`src/rtl/uart_rx_frame_ctrl.sv`:
```
// uart_rx_frame_ctrl: parses HEADER/LEN/PAYLOAD/CSUM frames from a UART
// receiver byte stream, buffers good payloads and drains them over
// valid/ready. Bad frames produce a single-cycle error pulse.
// Optional inter-byte timeout is enabled with `define RX_TIMEOUT_EN.
module uart_rx_frame_ctrl #(
  parameter int          MAX_LEN        = 16,
  parameter logic [7:0]  HEADER         = 8'hA5,
  parameter int          TIMEOUT_CYCLES = 4200
) (
  input  logic       clk,
  input  logic       reset,
  input  logic       rx_done,
  input  logic [7:0] rx_data,
  output logic       out_valid,
  output logic [7:0] out_data,
  output logic       out_last,
  input  logic       out_ready,
  output logic [7:0] frame_len,
  output logic       frame_ok,
  output logic       err_checksum,
  output logic       err_length,
  output logic       err_overrun,
  output logic       err_timeout,
  output logic       busy
);

  localparam int AW = (MAX_LEN > 1) ? $clog2(MAX_LEN) : 1;

  if (MAX_LEN < 1 || MAX_LEN > 255 || TIMEOUT_CYCLES < 2) begin : g_bad_param
    $error("uart_rx_frame_ctrl: parameter out of range");
  end

  typedef enum logic [2:0] {IDLE, LEN, PAYLOAD, CSUM, DRAIN} state_t;

  state_t     state, state_nxt;
  logic       rx_done_q;
  logic       accept;
  logic       xfer;
  logic       len_bad;
  logic [7:0] count;
  logic [7:0] sum;
  logic [7:0] rd_ptr;
  logic [7:0] mem [MAX_LEN];
  logic       ok_nxt, ecs_nxt, elen_nxt, eovr_nxt;

  assign accept  = rx_done && !rx_done_q;
  assign len_bad = (rx_data == 8'd0) || (rx_data > 8'(MAX_LEN));

  assign busy      = (state != IDLE);
  assign out_valid = (state == DRAIN);
  assign out_data  = (state == DRAIN) ? mem[rd_ptr[AW-1:0]] : '0;
  assign out_last  = (state == DRAIN) && (rd_ptr == frame_len - 8'd1);
  assign xfer      = out_valid && out_ready;

`ifdef RX_TIMEOUT_EN
  logic [31:0] tmo_cnt;
  logic        tmo_hit;
  logic        etmo_nxt;

  // An accepted byte in the limit cycle wins over the timeout.
  assign tmo_hit = (tmo_cnt == 32'(TIMEOUT_CYCLES - 1)) && !accept &&
                   (state == LEN || state == PAYLOAD || state == CSUM);

  // Inter-byte idle counter, active only while mid-frame.
  always_ff @(posedge clk) begin
    if (reset || accept || tmo_hit || state == IDLE || state == DRAIN)
      tmo_cnt <= '0;
    else
      tmo_cnt <= tmo_cnt + 32'd1;
  end

  // Registered timeout pulse.
  always_ff @(posedge clk) begin
    if (reset) err_timeout <= 1'b0;
    else       err_timeout <= etmo_nxt;
  end
`else
  assign err_timeout = 1'b0;
`endif

  // State register.
  always_ff @(posedge clk) begin
    if (reset) state <= IDLE;
    else       state <= state_nxt;
  end

  // Next-state decode and error/ok pulse requests.
  always_comb begin
    state_nxt = state;
    ok_nxt    = 1'b0;
    ecs_nxt   = 1'b0;
    elen_nxt  = 1'b0;
    eovr_nxt  = 1'b0;
`ifdef RX_TIMEOUT_EN
    etmo_nxt  = 1'b0;
`endif
    case (state)
      IDLE: if (accept && rx_data == HEADER) state_nxt = LEN;
      LEN: begin
        if (accept) begin
          if (len_bad) begin
            elen_nxt  = 1'b1;
            state_nxt = IDLE;
          end else begin
            state_nxt = PAYLOAD;
          end
        end
      end
      PAYLOAD: if (accept && count == frame_len - 8'd1) state_nxt = CSUM;
      CSUM: begin
        if (accept) begin
          if (rx_data == sum) begin
            ok_nxt    = 1'b1;
            state_nxt = DRAIN;
          end else begin
            ecs_nxt   = 1'b1;
            state_nxt = IDLE;
          end
        end
      end
      DRAIN: begin
        if (accept) eovr_nxt = 1'b1;
        if (xfer && out_last) state_nxt = IDLE;
      end
      default: state_nxt = IDLE;
    endcase
`ifdef RX_TIMEOUT_EN
    if (tmo_hit) begin
      etmo_nxt  = 1'b1;
      state_nxt = IDLE;
    end
`endif
  end

  // Frame datapath: byte history, length, checksum, counters and pulses.
  always_ff @(posedge clk) begin
    if (reset) begin
      rx_done_q    <= 1'b0;
      frame_len    <= '0;
      sum          <= '0;
      count        <= '0;
      rd_ptr       <= '0;
      frame_ok     <= 1'b0;
      err_checksum <= 1'b0;
      err_length   <= 1'b0;
      err_overrun  <= 1'b0;
    end else begin
      rx_done_q    <= rx_done;
      frame_ok     <= ok_nxt;
      err_checksum <= ecs_nxt;
      err_length   <= elen_nxt;
      err_overrun  <= eovr_nxt;
      case (state)
        LEN: begin
          if (accept && !len_bad) begin
            frame_len <= rx_data;
            sum       <= rx_data;
            count     <= '0;
          end
        end
        PAYLOAD: begin
          if (accept) begin
            sum   <= sum + rx_data;
            count <= count + 8'd1;
          end
        end
        CSUM:  if (accept && rx_data == sum) rd_ptr <= '0;
        DRAIN: if (xfer) rd_ptr <= rd_ptr + 8'd1;
        default: ;
      endcase
    end
  end

  // Payload buffer write; contents need no reset.
  always_ff @(posedge clk) begin
    if (state == PAYLOAD && accept) mem[count[AW-1:0]] <= rx_data;
  end

endmodule

```
`config.mk`:
```
export PLATFORM = sky130hd
export DESIGN_NAME = uart_rx_frame_ctrl
export DESIGN_NICKNAME = d
export VERILOG_FILES = /design/src/rtl/uart_rx_frame_ctrl.sv
export SDC_FILE = /design/constraint.sdc
export NUM_CORES = 1
export LEC_CHECK = 0
export ABC_AREA = 1
export CORE_MARGIN = 2
export CORE_UTILIZATION = 54
export DETAILED_ROUTE_END_ITERATION = 7
export PLACE_DENSITY = 0.75
export SYNTH_ARGS = -nofsm -noshare
export SYNTH_HDL_FRONTEND = slang
export SYNTH_SLANG_ARGS = --single-unit
```
`constraint.sdc`:
```
create_clock -name clk -period 2.1 [get_ports clk]
set_clock_uncertainty 0.2 [all_clocks]
set_input_delay 0.21 -clock clk [delete_from_list [all_inputs] [get_ports clk]]
set_output_delay 0.21 -clock clk [all_outputs]
set_load 0.02 [all_outputs]
```
==> impl_table.tex <==
\begin{tabular}{lr}
\hline
Metric & Value \\
\hline
\multicolumn{2}{l}{\textbf{Run status}} \\
Status & complete, but fails checks \\
Violations in the final reports & setup timing \\
\multicolumn{2}{l}{\textbf{Synth}} \\
Share of flip-flops with an asynchronous set or reset & 0\% \\
Number of flops mapped to enable cells by yosys & 128 \\
Warnings from Yosys & 0 \\
Syn\_nets & 800 \\
Most frequently used cell type in the post-synthesis netlist & sky130\_fd\_sc\_hd\_\_edfxtp\_1 \\
Unique cell type count in the Yosys netlist & 43 \\
Total of flip-flops plus latches after synthesis & 172 \\
Biggest area consumer among synthesized cells & sky130\_fd\_sc\_hd\_\_edfxtp\_1 \\
Post-Synthesis Mean Instance Area & 10.0 um\^{}2 \\
Leading post-synthesis cells by instance count & sky130\_fd\_sc\_hd\_\_edfxtp\_1, sky130\_fd\_sc\_hd\_\_nor2\_1, sky130\_fd\_sc\_hd\_\_nand2\_1, sky130\_fd\_sc\_hd\_\_o21ai\_0, sky130\_fd\_sc\_hd\_\_inv\_1 \\
Mapped Cells & 774 \\
Mapped cell area & 7770 um\^{}2 \\
Largest cells by area after synthesis & sky130\_fd\_sc\_hd\_\_edfxtp\_1, sky130\_fd\_sc\_hd\_\_dfxtp\_1, sky130\_fd\_sc\_hd\_\_nor2\_1, sky130\_fd\_sc\_hd\_\_o21ai\_0, sky130\_fd\_sc\_hd\_\_nand2\_1 \\
Main flop type after synthesis & sky130\_fd\_sc\_hd\_\_edfxtp\_1 \\
Fraction of synthesized cell area taken by the top area cell type & 49.5\% \\
Sequential element share of the synthesized area & 60.8\% \\
\multicolumn{2}{l}{\textbf{Critical path}} \\
R2R Path Start & frame\_len[1]\$\_SDFFE\_PP0P\_ \\
CP Data Arrival Time & 2120 ps \\
Worst setup EP type & output port \\
Slowest cell delay on critical path & 350 ps \\
Critical-path maximum fanout & 8 \\
Library cell contributing the largest single delay on the critical path & sky130\_fd\_sc\_hd\_\_dfxtp\_4 \\
Critical path class & register to output port \\
Worst Reg-to-Reg Cells & 15 \\
Data required time at the worst endpoint & 1690 ps \\
Worst Setup Start Kind & register \\
Sequence of cells on the critical path & buf\_12 > clkinv\_16 > buf\_8 > o21ai\_0 > o221ai\_1 > nand3\_1 > a21oi\_2 > buf\_6 \\
\multicolumn{2}{l}{\textbf{Floorplan}} \\
CORE AREA & 14000 um\^{}2 \\
Area of the die & 15400 um\^{}2 \\
I/O Pins & 36 \\
Effective utilization at floorplan & 55.6\% \\
Overall die width & 124 um \\
Vertical extent of the die & 124 um \\
Cell row count & 43 \\
\multicolumn{2}{l}{\textbf{Clock network}} \\
Clock tree from TritonCTS & yes \\
Clock transition at path regs & 70 ps \\
Total clock buffers created by CTS & 17 \\
CTS sink cnt & 172 \\
Number of buffers on the longest clock path & 2 \\
Library cell used as clock root buffer & sky130\_fd\_sc\_hd\_\_clkbuf\_16 \\
Clock latency at the later pin of the worst-skew pair & 440 ps \\
H-tree Lvls & 4 \\
\multicolumn{2}{l}{\textbf{Flow run}} \\
Number of max-cap violations & 0 \\
\multicolumn{2}{l}{\textbf{Global routing}} \\
Aggregate global-route resource usage & 31.3\% \\
Remaining global-route overflow & 0 \\
Pin count of the biggest net entering global routing & 22 \\
Via count of the first global-routing pass & 6740 \\
First-pass GRT wire length & 35300 um \\
Antenna violations before repair & 0 \\
\multicolumn{2}{l}{\textbf{Cells and area}} \\
Area growth syn-to-layout & 39.1\% \\
Final net count & 990 \\
Non-filler instance count after layout & 1156 \\
Finished Core Util & 77.3\% \\
Filler cell count & 829 \\
Post-route standard cell area excluding fillers & 10800 um\^{}2 \\
Ratio of cells with drive above 1 in the final layout & 33.8\% \\
Inserted Diodes & 0 \\
\multicolumn{2}{l}{\textbf{STA}} \\
RSZ-0062 raised after global routing & true \\
Setup-failing EPs final & 14 \\
Smallest setup slack after layout & -433 ps \\
Share of the cycle needed by the critical path after routing & 121\% \\
Pins over their slew limit & 0 \\
Highest attainable clock frequency & 395 MHz \\
Number of hold-slack violations in the final timing report & 0 \\
Minimum clock period & 2530 ps \\
\multicolumn{2}{l}{\textbf{Placement}} \\
Half-perimeter wire length after detailed placement & 15100 um \\
Number of buffers added on ports & 34 \\
Place WS & -619 ps \\
Placed instance count & 1096 \\
Last weighted congestion value of the routability-driven placer & 0.965 \\
Post-placement cell area & 9280 um\^{}2 \\
\multicolumn{2}{l}{\textbf{Power and ir drop}} \\
Areal power density over the cells & 855 nW/um\^{}2 \\
Maximum ir drop on the vdd rail & 586 uV \\
Leakage power & 4.15 nW \\
\multicolumn{2}{l}{\textbf{Drt}} \\
Initial detailed-routing violation count & 839 \\
Remaining antenna violation count & 0 \\
Via-to-Cell Ratio & 6.10 \\
Routed wirelength normalized by instance count & 21.7 um \\
Detailed-router iteration count before antenna repair & 6 \\
Vias post-DR & 7049 \\
DRC violation count after routing & 0 \\
Sum of routed wire length over all layers & 25100 um \\
\multicolumn{2}{l}{\textbf{Worst hold path}} \\
Hold Crit Class & input port to register \\
Worst hold path stage count & 2 \\
Start point of the worst hold path & rx\_data[5] \\
\hline
\end{tabular}
## kinds of logic (layout without fill, tap and decap cells)
| logic type | Yosys count | count (layout) | synth area share [%] |
|---|---|---|---|
| AND/OR/NAND/NOR | 308 | 308 | 17.7 |
| AO/OA/AOI/OAI | 175 | 175 | 13.2 |
| buffers and inverters | 94 | 296 | 4.77 |
| other | 1 | 1 | 0.0483 |
| flip-flops | 172 | 172 | 60.8 |
| XOR/XNOR | 10 | 10 | 1.13 |
| adder cells (fa/ha/maj) | 14 | 14 | 2.35 |
## worst paths after layout
kind	slack, ps	endpoint
max	-430	out_data[4]
min	130	mem[5][5]$_DFFE_PP_
max reg2reg	-140	state[2]$_SDFFE_PP0P_
min reg2reg	300	sum[6]$_SDFFE_PP0P_
## final cells by class
| class | instances | area (um^2) | area share [%] |
|---|---|---|---|
| inverter | 66 | 288 | 2.66 |
| sequential | 172 | 4740 | 43.8 |
| tap | 180 | 225 | 2.08 |
| clock inverter | 11 | 169 | 1.56 |
| timing repair buffer | 199 | 1860 | 17.2 |
| clock buffer | 20 | 437 | 4.04 |
| multi-input combinational | 508 | 3090 | 28.6 |
## power breakdown
part | total [mW] | switching, mW | internal, mW | leakage (nW)
Sequential | 3.79 | 0.0622 | 3.73 | 1.51
Combinational | 2.16 | 1.23 | 0.926 | 2.35
Clock | 3.29 | 1.31 | 1.98 | 0.286
Total | 9.24 | 2.60 | 6.64 | 4.15
## worst max-delay path, delay by kind of cell, from the launching register on
kind | cells | cell delay, ps
buf+inv | 4 | 480
compound gates | 3 | 640
flops | 1 | 350
simple gates | 1 | 210
## registers in the layout, indices dropped and copies added (netlist names), 3 cells and up, named ones only
register / count
state: 3
sum: 8
rd_ptr: 8
count: 8
mem: 128
frame_len: 8
## routing by layer
| metal | global-route usage, % | share of wire (%) |
|---|---|---|
| met5 | 0 | 0 |
| met1 | 36.8 | 36 |
| met2 | 53.5 | 51 |
| met3 | 6.73 | 8.1 |
| met4 | 17.2 | 5.4 |
## repair_timing
| item | in CTS | in global routing |
|---|---|---|
| endpoints found under the hold margin | 0 | 0 |
| endpoints found under the setup margin | 45 | 50 |
| gates resized for setup | 121 | 123 |
| pin swaps | 33 | 64 |
| setup buffers | 13 | 16 |
| hold buffers | 0 | 0 |
| gates cloned | 2 | 3 |
## cells in the final DEF, fill, tap and decap left out, types with 5 or more instances in the layout
cell	n
sky130_fd_sc_hd__nor2_2	16
sky130_fd_sc_hd__o221ai_1	17
sky130_fd_sc_hd__a21oi_1	34
sky130_fd_sc_hd__dlygate4sd2_1	5
sky130_fd_sc_hd__buf_12	7
sky130_fd_sc_hd__o21ai_1	18
sky130_fd_sc_hd__buf_4	135
sky130_fd_sc_hd__o21ai_2	12
sky130_fd_sc_hd__dfxtp_2	6
sky130_fd_sc_hd__clkdlybuf4s50_1	17
sky130_fd_sc_hd__ha_1	9
sky130_fd_sc_hd__nand3_1	39
sky130_fd_sc_hd__o221ai_2	6
sky130_fd_sc_hd__xor2_1	6
sky130_fd_sc_hd__o22ai_1	6
sky130_fd_sc_hd__buf_8	6
sky130_fd_sc_hd__inv_1	46
sky130_fd_sc_hd__nand2_2	15
sky130_fd_sc_hd__nand3_2	13
sky130_fd_sc_hd__clkbuf_16	20
sky130_fd_sc_hd__inv_2	12
sky130_fd_sc_hd__nand2_1	85
sky130_fd_sc_hd__buf_6	21
sky130_fd_sc_hd__a21oi_2	9
sky130_fd_sc_hd__nand4_1	8
sky130_fd_sc_hd__edfxtp_1	128
sky130_fd_sc_hd__nor3_1	6
sky130_fd_sc_hd__nor2_4	7
sky130_fd_sc_hd__nor2_1	104
sky130_fd_sc_hd__o21ai_0	50
sky130_fd_sc_hd__dfxtp_1	36
sky130_fd_sc_hd__o211ai_1	10
## metrics by stage
step | hold WS, ps | power [mW] | setup TNS, ps
floorplan | 109 | 4.72 | 0
CTS | 151 | 8.83 | -2380
global placement | 267 | 5.36 | -17740
global route | 124 | 9.50 | -5130
finish | 126 | 9.24 | -3380
detailed placement | 268 | 5.41 | -20360
Power figures use the tool's default switching activity.
==> variant 1: new RTL, config.mk and constraints unchanged <==
Build with the macro `RX_TIMEOUT_EN` defined.
--- a/src/rtl/uart_rx_frame_ctrl.sv
+++ b/src/rtl/uart_rx_frame_ctrl.sv
@@ -3,4 +3,6 @@
 // valid/ready. Bad frames produce a single-cycle error pulse.
 // Optional inter-byte timeout is enabled with `define RX_TIMEOUT_EN.
+`define RX_TIMEOUT_EN
+
 module uart_rx_frame_ctrl #(
   parameter int          MAX_LEN        = 16,
Check against the original RTL: no difference found for any inputs over 10 cycles, from zero or initial values and one cycle with reset high; that may be too few to reach the edited logic, so the function may still have changed.
==> variant 1 against the unedited design <==
Clock power up 13%; critical path type unchanged; worst setup slack about the same; hold slack lost 0.10 ns; the flow still finishes with violations (negative setup slack); wire length grew 8.7%; die area rose by 21%; power rose by 13%; final area rose by 18%; highest routed layer unchanged; sequential cell count up 33; largest cell class unchanged; area after synthesis grew 22%; count of clock-buffer cells in the layout up 7; critical path depth shrank 1; via count up 18%.
==> variant 1: results (changes against the unedited design) <==
Run status
  • Run status: finished with violations
  • Failing checks: negative setup slack

CTS
  • TritonCTS Buffers: 21 (+4)
  • Clock latency on the worst-skew pair: 0.50 ns (+0.06 ns)
  • Clock tree buffer depth: 3 (+1)
  • H-Tree Level Count: 1 (-3)

Pwr
  • Combinational group power: 0.00234 W (+8%)
  • Total power consumption of the routed design: 0.0105 W (+13%)
  • Seq pwr: 0.00441 W (+16%)
  • Reported net switching power: 0.00289 W (+11%)
  • Standby leakage power: 4.71 nW (+14%)
  • IR drop worst, VDD: 0.641 mV (+9.4%)

Placement
  • Place WS: -0.623 ns (-0.00379 ns)
  • Cells after DPL: 1375 (+25%)
  • Count of input and output buffers: 35 (+2.9%)
  • Routability cong.: 0.905 (-6.2%)
  • Post-detail-place hpwl: 17200 um (+14%)

Logic synthesis
  • Parity-gate share of the synthesized area counting xor and xnor cells: 1.57% (+0.45 points)
  • Synthesized Nets: 1036 (+30%)
  • Top post-synthesis cells by area: edfxtp_1 41%, dfxtp_1 16%, nor2_1 6.3%, nand2_1 5.6%, o21ai_0 4.2%
  • Compound-cell area share of the yosys netlist: 11.5% (-1.7 points)
  • Commonest cells in the netlist: 158 x nor2_1, 142 x nand2_1, 128 x edfxtp_1
  • Post-synthesis area per instance: 9.38 um^2 (-6.6%)
  • Sequential cell area fraction in the yosys report: 56.9% (-3.9 points)

Drt
  • 1st-iter DRT viols: 812 (-3.2%)
  • Vias post-DR: 8337 (+18%)
  • Aggregate routed wire length: 27300 um (+8.7%)
  • Routed vias/inst: 5.78 (-5.3%)

STA
  • Final-layout worst hold slack: 0.0250 ns (-0.102 ns)
  • Setup tns final: -3.69 ns (-0.315 ns)
  • Slack of the critical path: -0.432 ns (+0.0000860 ns)
  • Final setup violation count: 13 (-1)

Layout
  • Layout cell share with drive strength beyond 1: 29.6% (-4.2 points)
  • Diode insertion count for antenna repair: 0 (unchanged)
  • Number of nets in the final layout: 1231 (+24%)
  • Number of filler instances in the final layout: 1130 (+36%)

Global route
  • Number of global-route vias before repair: 7886 (+17%)
  • Global-route wire length before repair: 39500 um (+12%)
  • Global-route usage over all layers: 27.5% (-3.8 points)

Critical path
  • Timing endpoint of the critical path: out_data[0]
  • Critical R2R Capture: state[1]

Hold path
  • Launch point of the worst hold path: rx_data[1]
==> variant 1: changes by cell type after synthesis, sizes merged, moves of 5 or more <==
cell   change
or2        +5
nand4     +11
xor2       +5
nor3b      +5
nand2     +45
nor4       +8
nand3     +10
nor2      +46
nor3      +22
dfxtp     +33
a21oi      +8
inv       +25
==> variant 1: timing repair <==
| action | 4_1_cts | 5_1_grt |
|---|---|---|
| endpoints found under the hold margin | 0 | 0 |
| buffers inserted | 14 | 14 |
| gates resized for setup | 112 | 123 |
| pin swaps | 31 | 52 |
| cloned | 0 | 6 |
| setup endpoints to repair | 29 | 176 |
| hold buffers | 0 | 0 |
==> variant 1: area by class of cell <==
cell class	instances	area share (%)
Sequential cell	205	42.5
Multi-Input combinational cell	683	31.8
Timing Repair Buffer	203	15.4
Clock buffer	27	4.31
Inverter	90	2.80
Tap cell	225	2.22
Clock inverter	10	0.975
==> variant 1: worst register-to-register path, cell delays in order, from the launching register on <==
cell and delay, ns:
dfxtp_2 0.34, buf_6 0.12, nor2_4 0.17, nand2_4 0.11
buf_4 0.14, buf_4 0.12, nand2_2 0.05, nand3_2 0.06
nand2_2 0.07, nand3_2 0.07, nor2_2 0.14, nand2_2 0.10
a21oi_4 0.22, nand3_1 0.10, nand2_1 0.07, nor2_1 0.04
==> variant 1: metal layers <==
metal,GRT usage [%],vias to the layer above,part of all wire (%)
met5,0,-,0
met4,10.9,0,2.8
met3,5.03,68,7.9
met2,47.2,387,50
met1,34.6,3982,39
li1,-,3900,-
==> variant 1: worst min-delay path by stage <==
stage                             to
after global placement    tmo_cnt[0]
after floorplan            mem[0][0]
final                      mem[6][1]
after detailed placement      sum[6]
after CTS                  rx_done_q
after global routing       mem[6][1]
==> variant 2: new RTL, config.mk and constraints unchanged <==
Without the edit above. The 5 states of `state_t` get a Gray code encoding in 3 bits.
--- a/src/rtl/uart_rx_frame_ctrl.sv
+++ b/src/rtl/uart_rx_frame_ctrl.sv
@@ -31,5 +31,5 @@
   end
 
-  typedef enum logic [2:0] {IDLE, LEN, PAYLOAD, CSUM, DRAIN} state_t;
+  typedef enum logic [2:0] {IDLE = 3'b000, LEN = 3'b001, PAYLOAD = 3'b011, CSUM = 3'b010, DRAIN = 3'b110} state_t;
 
   state_t     state, state_nxt;
Function: same outputs for any inputs over 10 cycles, from zero or initial values and one cycle with reset high; not proved beyond that.
==> variant 2 against the unedited design <==
The run still ends with negative setup slack left; wire length grew 1.5%; core utilization up 0.16 points; final area fell by 0.17%; area after synthesis fell by 0.85%; non-clock buffer count is 9 lower; count of clock-buffer cells in the layout down 2; sequential power fell by 2%; sequential cell count is the same; first-iteration DRC count up 3.9%; die area decreased by 0.82%; power decreased by 9.7%; worst setup slack better by 0.013 ns; critical path depth fell by 1; critical endpoint is now out_data[6]; largest cell class unchanged; highest routed layer unchanged.
==> variant 2: results (changes against the unedited design) <==
Critical path
  • Worst path max stage delay: 0.44 ns (+0.09 ns)
  • Max FO, Critical Path: 5 (-3)
  • Critical R2R Capture: state[1]
  • Timing endpoint of the critical path: out_data[6]
  • CP top delay family: compound AO/OA/AOI/OAI gates
  • R2R setup slack: -0.29 ns (-0.15 ns)
  • Reg2Reg Depth: 17 (+2)

CTS
  • # resized after CTS: 137 (+13%)
  • Number of buffers inserted by post-CTS setup repair: 15 (+2)

Logic synthesis
  • Parity-gate share of the synthesized area counting xor and xnor cells: 1.14% (+0.0097 points)
  • Synthesized Nets: 794 (-0.75%)
  • Number of unique standard cell types used by synthesis: 42 (-2.3%)
  • Compound-cell area share of the yosys netlist: 13.6% (+0.33 points)
  • Adder-cell share of the synthesized area: 2.37% (+0.020 points)
  • Sequential cell area fraction in the yosys report: 61.3% (+0.52 points)
  • Top post-synthesis cells by area: edfxtp_1 50%, dfxtp_1 11%, nor2_1 5.9%, o21ai_0 5.4%, nand2_1 4.8%

Run status
  • Failing checks: negative setup slack
  • Run status: finished with violations

STA
  • Slack of the critical path: -0.420 ns (+0.0129 ns)
  • Setup tns final: -3.68 ns (-0.306 ns)
  • Final setup violation count: 14 (unchanged)

Placement
  • Routability cong.: 0.875 (-9.3%)
  • Post-detail-place hpwl: 14100 um (-6.3%)
  • Cells after DPL: 1077 (-1.7%)

Pwr
  • IR drop worst, VDD: 0.570 mV (-2.8%)
  • Standby leakage power: 4.10 nW (-1.2%)
  • Combinational group power: 0.00130 W (-40%)
  • Clock share of power: 39.7% (+4.1 points)
  • Reported net switching power: 0.00220 W (-15%)

Global route
  • Global-route wire length before repair: 36200 um (+2.5%)
  • Global-route usage over all layers: 32.2% (+0.90 points)

Layout
  • Layout cell share with drive strength beyond 1: 33.4% (-0.41 points)
  • Number of filler instances in the final layout: 806 (-2.8%)
  • Number of nets in the final layout: 972 (-1.8%)

Drt
  • Detailed-route wire length per cell: 22.4 um (+3.1%)
  • 1st-iter DRT viols: 872 (+3.9%)
  • Routed vias/inst: 6.21 (+1.8%)
  • Total iterations of the first detailed-routing run: 5 (-1)
==> variant 2: per-layer routing <==
| layer | vias up | wire [um] | track usage (%) |
|---|---|---|---|
| met4 | 0 | 1370 | 19.1 |
| met2 | 542 | 12400 | 52.9 |
| met5 | - | 0 | 0 |
| li1 | 3066 | - | - |
| met3 | 123 | 2580 | 6.00 |
| met1 | 3332 | 9110 | 39.6 |
==> variant 2: final cells by class <==
cell class	count	share of cell area, %
clock buffers	18	3.98
multi-input cells	500	28.5
clock inverters	13	1.67
repair buffers	190	17.4
flip-flops and latches	172	43.9
inverters	65	2.42
well taps	180	2.09
==> variant 2: metrics by stage <==
step	hold slack (ns)	total power (W)	worst slack (ns)	cell area [um^2]	util [%]
floorplan	0.109	0.00436	0.0301	7710	-
global placement	0.271	0.00479	-0.624	9130	65.5
detailed placement	0.284	0.00483	-0.646	9130	65.5
CTS	0.193	0.00814	-0.279	10200	73.4
global route	0.114	0.00855	-0.448	10800	77.4
finish	0.115	0.00834	-0.420	10800	77.4
